**src/rtl/fetch_unit.sv**
```systemverilog
// fetch_unit: instruction fetch stage with IF/ID pipeline register.
// Issues one outstanding fetch at a time, parks a word in a skid register
// when the decode stage stalls, and discards a fetch that is already in
// flight when a redirect arrives before the memory answers.
//
// Ports:
//   clk, reset                  clock and synchronous active-high reset
//   imem_req, imem_addr         fetch request and address (addr = pc)
//   imem_ack, imem_rdata        memory response for the current address
//   stall                       hold IF/ID contents
//   redirect_valid/_target      taken branch or jump resolved downstream
//   ifid_instr/_pc4/_valid      IF/ID pipeline register
//   opcode                      ifid_instr[31:26] for the main decoder
//
// state  | meaning
// S_REQ  | fetching at pc, result goes to IF/ID
// S_WAIT | fetched word parked in skid while decode stalls, no request
// S_DROP | redirect seen mid-fetch; wait for ack, discard it, jump
module fetch_unit #(
   parameter logic [31:0] RESET_PC = 32'h0000_0000
) (
   input  logic        clk,
   input  logic        reset,
   output logic        imem_req,
   output logic [31:0] imem_addr,
   input  logic        imem_ack,
   input  logic [31:0] imem_rdata,
   input  logic        stall,
   input  logic        redirect_valid,
   input  logic [31:0] redirect_target,
   output logic [31:0] ifid_instr,
   output logic [31:0] ifid_pc4,
   output logic        ifid_valid,
   output logic [5:0]  opcode
);

   typedef enum logic [1:0] {S_REQ, S_WAIT, S_DROP} state_t;

   state_t      state;
   logic [31:0] pc;
   logic [31:0] pc_plus4;
   logic [31:0] tgt_aligned;
   logic [31:0] skid_instr;
   logic [31:0] skid_pc4;
   logic        skid_valid;
   logic [31:0] pending_target;

   assign pc_plus4    = pc + 32'd4;
   assign tgt_aligned = {redirect_target[31:2], 2'b00};

   // Request is gated by reset directly so it is low in every reset cycle.
   assign imem_req  = !reset && (state != S_WAIT);
   assign imem_addr = pc;
   assign opcode    = ifid_instr[31:26];

   always_ff @(posedge clk) begin
      if (reset) begin
         state          <= S_REQ;
         pc             <= RESET_PC;
         ifid_instr     <= 32'h0000_0000;
         ifid_pc4       <= 32'h0000_0000;
         ifid_valid     <= 1'b0;
         skid_instr     <= 32'h0000_0000;
         skid_pc4       <= 32'h0000_0000;
         skid_valid     <= 1'b0;
         pending_target <= 32'h0000_0000;
      end else begin
         case (state)
            S_REQ: begin
               if (redirect_valid) begin
                  ifid_instr <= 32'h0000_0000;
                  ifid_valid <= 1'b0;
                  if (imem_ack) begin
                     pc <= tgt_aligned;
                  end else begin
                     // Fetch still in flight: the address must stay put
                     // until it is answered, so remember where to go.
                     pending_target <= tgt_aligned;
                     state          <= S_DROP;
                  end
               end else if (stall) begin
                  if (imem_ack) begin
                     skid_instr <= imem_rdata;
                     skid_pc4   <= pc_plus4;
                     skid_valid <= 1'b1;
                     pc         <= pc_plus4;
                     state      <= S_WAIT;
                  end
               end else if (imem_ack) begin
                  ifid_instr <= imem_rdata;
                  ifid_pc4   <= pc_plus4;
                  ifid_valid <= 1'b1;
                  pc         <= pc_plus4;
               end else begin
                  ifid_valid <= 1'b0;
               end
            end
            S_WAIT: begin
               if (redirect_valid) begin
                  ifid_instr <= 32'h0000_0000;
                  ifid_valid <= 1'b0;
                  skid_instr <= 32'h0000_0000;
                  skid_pc4   <= 32'h0000_0000;
                  skid_valid <= 1'b0;
                  pc         <= tgt_aligned;
                  state      <= S_REQ;
               end else if (!stall) begin
                  ifid_instr <= skid_instr;
                  ifid_pc4   <= skid_pc4;
                  ifid_valid <= skid_valid;
                  skid_instr <= 32'h0000_0000;
                  skid_pc4   <= 32'h0000_0000;
                  skid_valid <= 1'b0;
                  state      <= S_REQ;
               end
            end
            S_DROP: begin
               if (redirect_valid) begin
                  ifid_instr <= 32'h0000_0000;
                  ifid_valid <= 1'b0;
                  if (imem_ack) begin
                     pc    <= tgt_aligned;
                     state <= S_REQ;
                  end else begin
                     pending_target <= tgt_aligned;
                  end
               end else if (imem_ack) begin
                  pc    <= pending_target;
                  state <= S_REQ;
               end
            end
            default: state <= S_REQ;
         endcase
      end
   end

endmodule

```
**config.mk**
```make
export PLATFORM = sky130hd
export DESIGN_NAME = fetch_unit
export DESIGN_NICKNAME = d
export VERILOG_FILES = /design/src/rtl/fetch_unit.sv
export SDC_FILE = /design/constraint.sdc
export NUM_CORES = 1
export LEC_CHECK = 0
export BUFFER_PORTS_ARGS = -buffer_cell sky130_fd_sc_hd__buf_2
export CAP_MARGIN = 20
export CORE_MARGIN = 3
export CORE_UTILIZATION = 45
export CTS_CLUSTER_SIZE = 28
export DETAILED_ROUTE_END_ITERATION = 8
export MAX_ROUTING_LAYER = met4
export PLACE_DENSITY = 0.73
export SLEW_MARGIN = 20
export SYNTH_ARGS = -nofsm -noshare
export SYNTH_HDL_FRONTEND = slang
export SYNTH_SLANG_ARGS = --single-unit
```
**constraint.sdc**
```tcl
create_clock -name clk -period 3.2 [get_ports clk]
set_input_delay 0.32 -clock clk [delete_from_list [all_inputs] [get_ports clk]]
set_output_delay 0.32 -clock clk [all_outputs]
set_load 0.01 [all_outputs]
```
Word level (Yosys, flattened, before mapping)
Index checks and enable logic that the tools add are counted.
{ "totals": {"ff_bits": 194, "rom_bits": 0, "mem_count": 0, "word_cells": 90, "input_bits": 69, "mem_bits_rw": 0, "latchBits": 0, "output_inout_bits": 104} }
{ "op_classes": {"n_bitwise": 1, "div": 0, "eq_ne": 18, "n_addsub": 1, "magnitude_cmp": 0, "mul": 0, "reduce_logical": 13, "muxes": 48, "shifts": 0} }
{ "op_table": {"columns": ["operator", "n"], "rows": [
  ["32-bit two-way mux", 22],
  ["32-bit one-hot mux with 2 select lines", 3],
  ["32-bit one-hot mux with 3 select lines", 2],
  ["32-bit by 3-bit adder with 32-bit output (second input constant)", 1],
  ["2-bit != test (second input constant)", 9],
  ["3-bit != test (second input constant)", 6],
  ["5-bit AND reduction", 3],
  ["2-bit two-way mux", 7],
  ["1-bit two-way mux", 11],
  ["4-bit AND reduction", 2],
  ["2-bit one-hot mux with 3 select lines", 1],
  ["6-bit AND reduction", 1],
  ["1-bit one-hot mux with 3 select lines", 1],
  ["3-bit AND reduction", 1],
  ["3-bit nonzero test", 1],
  ["2-bit by 1-bit equality test with 1-bit output (second input constant)", 1],
  ["2-bit equality test (second input constant)", 1],
  ["2-bit zero test", 1],
  ["2-bit by 1-bit != test with 1-bit output (second input constant)", 1],
  ["1-bit one-hot mux with 2 select lines", 1],
  ["2-bit nonzero test", 1],
  ["2-bit OR reduction", 1],
  ["1-bit logical AND", 1],
  ["1-bit zero test", 1],
  ["1-bit inverter", 1]
]} }

Longest topological paths before layout
{ "logic_depth": {"ltp_word": 5, "depth_mapped": 10, "ltp_nobuf": 7} }

Least setup slack after synthesis
No wires, ideal clock.
{ "synth_path": {"path_kind": "reg-to-reg", "start": "register state[0]", "end": "register pc[28] (netlist: imem_addr[28])", "n_path_buf": 3, "path_stages_with_launch": 11, "required_time_ns": 3.064, "setup_time_ns": 0.136, "slack_ns": 0.869, "arrival_time_ns": 2.195, "synth_period_minus_slack_ns": 2.331, "cell_sequence": "dfxtp_1 -> inv_1 -> ha_1 -> clkbuf_1 -> nand2b_1 -> a32o_1 -> clkbuf_1 -> clkbuf_1 -> a222oi_1 -> o31a_1 -> o32ai_1"} }
{ "synth_between": {"elab_chain_len": 3, "elab_cells_between_ends": 9, "classes_between": "eq/ne: 5; mux: 1; reduce/logical: 3"} }
{ "synth_rtl": {"columns": ["element", "line", "source"], "rows": [
  ["start, declared", "39", "state_t state;"],
  ["start signal, assigned", "58", "state <= S_REQ;"],
  ["start signal, assigned", "79", "state <= S_DROP;"],
  ["start signal, assigned", "87", "state <= S_WAIT;"],
  ["2-bit equality test, or another cell as far along", "68", "case (state)"],
  ["3-bit != test (no line), or another cell as far along", null, null],
  ["4-bit AND reduction (no line)", null, null],
  ["end signal, assigned", "74", "pc <= tgt_aligned;"],
  ["end signal, assigned", "86", "pc <= pc_plus4;"],
  ["end signal, assigned", "93", "pc <= pc_plus4;"],
  ["end, declared", "40", "logic [31:0] pc;"]
]} }
Parallel ways exist; a longest one is shown, timed or not.
A chain may end at the register's enable or synchronous reset.

Final worst setup path
{ "layout_path": {"start": "register state[0]", "end": "register pc[23] (netlist: imem_addr[23])"} }
The elaborated chain is that of the path after synthesis.

==> flow_summary.ini <==
[worst_setup_path]
cp-start-kind = register
end_kind = register
crit_type = register to register
cp_max_fo = 25
rrSetupSlack_ns = 0.64
cp.buffers_inverters = 2
crit_start = state[0]$_SDFFE_PP0P_
crit_chain = inv_1 -> ha_1 -> buf_4 -> and2_0 -> a222oi_1 -> a31oi_1 -> o21a_1
reg2reg_depth = 7
crit_family = simple AND/OR/NAND/NOR gates
endpoint = imem_addr[23]$_SDFFE_PP0P_
slowest_stage = and2_0
r2r-start = state[0]$_SDFFE_PP0P_
slowest_delay_ns = 0.85
crit_arrival_ns = 2.96
cp.required_ns = 3.59
timing.rr.end = imem_addr[23]$_SDFFE_PP0P_
crit_cells = 7

[flow_run]
cap_viol_max_count = 0

[pwr]
peakVddDrop_v = 0.000394
fin_total_pwr_w = 0.00583
p_leak_nw = 4.02
power.density_nw_per_um2 = 541

[timing]
setup_viol = 0
tns_ns = 0
finalCritPeriodShare_pct = 80.1
rsz0062_at_grt = no
fmax_mhz = 390
hold_viol_final = 0
fin_skew_ns = 0.0122
worst_slew_pin_slew_ns = 1.02
drv_slew = 0
period_minus_slack_ns = 2.56
max_slew_margin_pct = 31.8

[cells_and_area]
area_growth_pct = 16.6
regArea_sq_um = 3880
n_antenna_cell = 0
nets = 1313
drive_gt1_share_pct = 20.2
fillers = 1854
multi_input_area_sq_um = 4800

[floorplanning]
num_io_pins = 173
core_sq_um = 19800
dieArea_sq_um = 22300
die_w_microns = 149
die_y_microns = 149
start_util_pct = 46.6
fp-row-count = 51

[detailed_routing]
drt_wl_total_microns = 26600
drtIter0Drc = 966
num_vias = 8884
vias_per_cell = 5.86
wire_per_inst_microns = 17.6
ant_nets = 0
drtPass1Iterations = 5
drc = 0

[synthesis]
async_flop_share_pct = 0
synth_top_area_share_pct = 42.0
ys_ff_latch = 194
synth-edff-count = 0
synth_area_sq_um = 9250
seq_area_frac_synth_pct = 42.0
yosysMostFrequentCell = dfxtp_1
syn_inst = 1137
yosys-top-cells-count = dfxtp_1 (194), nand2_1 (168), a21oi_1 (117)
ys_types = 70
synth_area_leaders = dfxtp_1 (42%), nand2_1 (6.8%), a21oi_1 (6.3%), a22oi_1 (4.4%), clkbuf_1 (3.5%)
synth_top_area_cell = dfxtp_1
yosys_warnings = 0
syn_nets = 1211
avgSynthCellArea_sq_um = 8.13
synthFlopType = dfxtp_1

[status]
outcome = finished, final reports clean

[place]
portBuffers = 170
gp_congestion = 0.969
post-dp-hpwl_microns = 18000

[clock_network]
cts-buffers-inserted = 17
clockRootBuffer = clkbuf_16
h-tree-depth = 4
clock_latency_ns = 0.44
post_cts_buffers = 0
cts_max_path_buffers = 2
hold_buffers = 0
cts.sinks = 194
cts_tree = yes
clk_pin_slew_worst_paths_ns = 0.08
cts-resized-gates = 0

[global_routing]
grt_pass1_vias = 8119
grt_max_degree = 65
grt.total_usage_pct = 24.3
grt_pass1_wl_microns = 42900
grt_antenna_before_repair = 0
overflow = 0

[worst_hold_path]
hold_path.class = primary input to register
-- layout make-up --
cell class / instances / share of cell area, %
clock inverters: 15 / 2.11
well taps: 265 / 3.08
multi-input cells: 814 / 44.5
inverters: 18 / 0.627
flip-flops and latches: 194 / 36.0
repair buffers: 194 / 9.70
clock buffers: 17 / 3.95
-- power breakdown --
part	leakage [nW]	total (W)	switching [W]	internal, W
sequential	1.58	0.00265	0.000109	0.00254
combinational	2.13	0.000890	0.000565	0.000325
clock	0.314	0.00229	0.00113	0.00116
-- worst register-to-register path, delay by kind of cell (launching register included) --
family                   cells  cell delay, ns
AND/OR/NAND/NOR              1            0.86
flip-flops                   1            0.38
adder cells (fa/ha/maj)      1            0.30
buffers and inverters        2            0.39
AO/OA/AOI/OAI                3            0.60
-- metal layers --
metal | part of all wire (%) | vias to the layer above | wire, microns | global-route usage [%]
met5 | 0 | - | 0 | -
met4 | 1.9 | 0 | 514 | 6.73
met3 | 7.1 | 40 | 1880 | 5.20
met2 | 47 | 360 | 12600 | 37.7
met1 | 44 | 4141 | 11600 | 32.2
li1 | - | 4343 | - | -
-- registers in the layout, indices dropped and copies added, names as in the netlist --
name / count
ifid_pc4: 32
ifid_instr: 32
imem_addr: 32
pending_target: 30
skid_valid: 1
skid_pc4: 32
skid_instr: 32
state: 2
ifid_valid: 1
-- cell families (layout without fill, tap and decap cells) --
group,count (synthesis),count (layout),synth area share (%)
xor+xnor,20,20,1.89
mux,9,9,1.01
simple gates,406,406,21.1
flops,194,194,42.0
fa+ha+maj,5,5,0.676
buf+inv,129,244,6.60
compound gates,374,374,26.8
-- cells in the final DEF, fill, tap and decap left out, drive strengths merged, types with 5 or more instances in the layout --
cell type and count:
nand2 168, nand4 10, o21a 9, buf 194, a22oi 54, a211oi 41, a222oi 5, and4 12
nand2b 15, a31oi 15, nand3 53, clkinv 7, dfxtp 194, mux2i 6, o32ai 6, nor4 14
nor3 25, nor2 78, o31a 8, clkbuf 17, inv 25, a221o 5, and3 7, xnor2 17
ha 5, a21oi 117, o2bb2ai 6, and2 7, o211ai 11, a22o 23, o21ai 50
-- per-stage QoR --
step           worst slack [ns]  cells  area, sq um  util, %  hold WS [ns]
3_3_place_gp              0.732   1485        10100     51.0         0.429
6_report                  0.637   1517        10800     54.3         0.116
2_1_floorplan             0.869   1137         9250        -         0.416
4_1_cts                   0.673   1517        10800     54.3         0.111
5_1_grt                   0.478   1517        10800     54.3         0.118
3_5_place_dp              0.709   1485        10100     51.0         0.436
-- worst min-delay path by stage --
stage | from | endpoint | slack, ns | cells past startpoint
detailed placement | skid_pc4[29]$_SDFFE_PP0P_ | skid_pc4[29]$_SDFFE_PP0P_ | 0.44 | 2
floorplan | skid_pc4[21]$_SDFFE_PP0P_ | skid_pc4[21]$_SDFFE_PP0P_ | 0.42 | 2
global route | redirect_target[29] | pending_target[29]$_SDFFE_PP0P_ | 0.12 | 3
finish | redirect_target[29] | pending_target[29]$_SDFFE_PP0P_ | 0.12 | 3
CTS | redirect_target[29] | pending_target[29]$_SDFFE_PP0P_ | 0.11 | 3
global placement | skid_pc4[21]$_SDFFE_PP0P_ | skid_pc4[21]$_SDFFE_PP0P_ | 0.43 | 2
(Power assumes the default switching activity.)
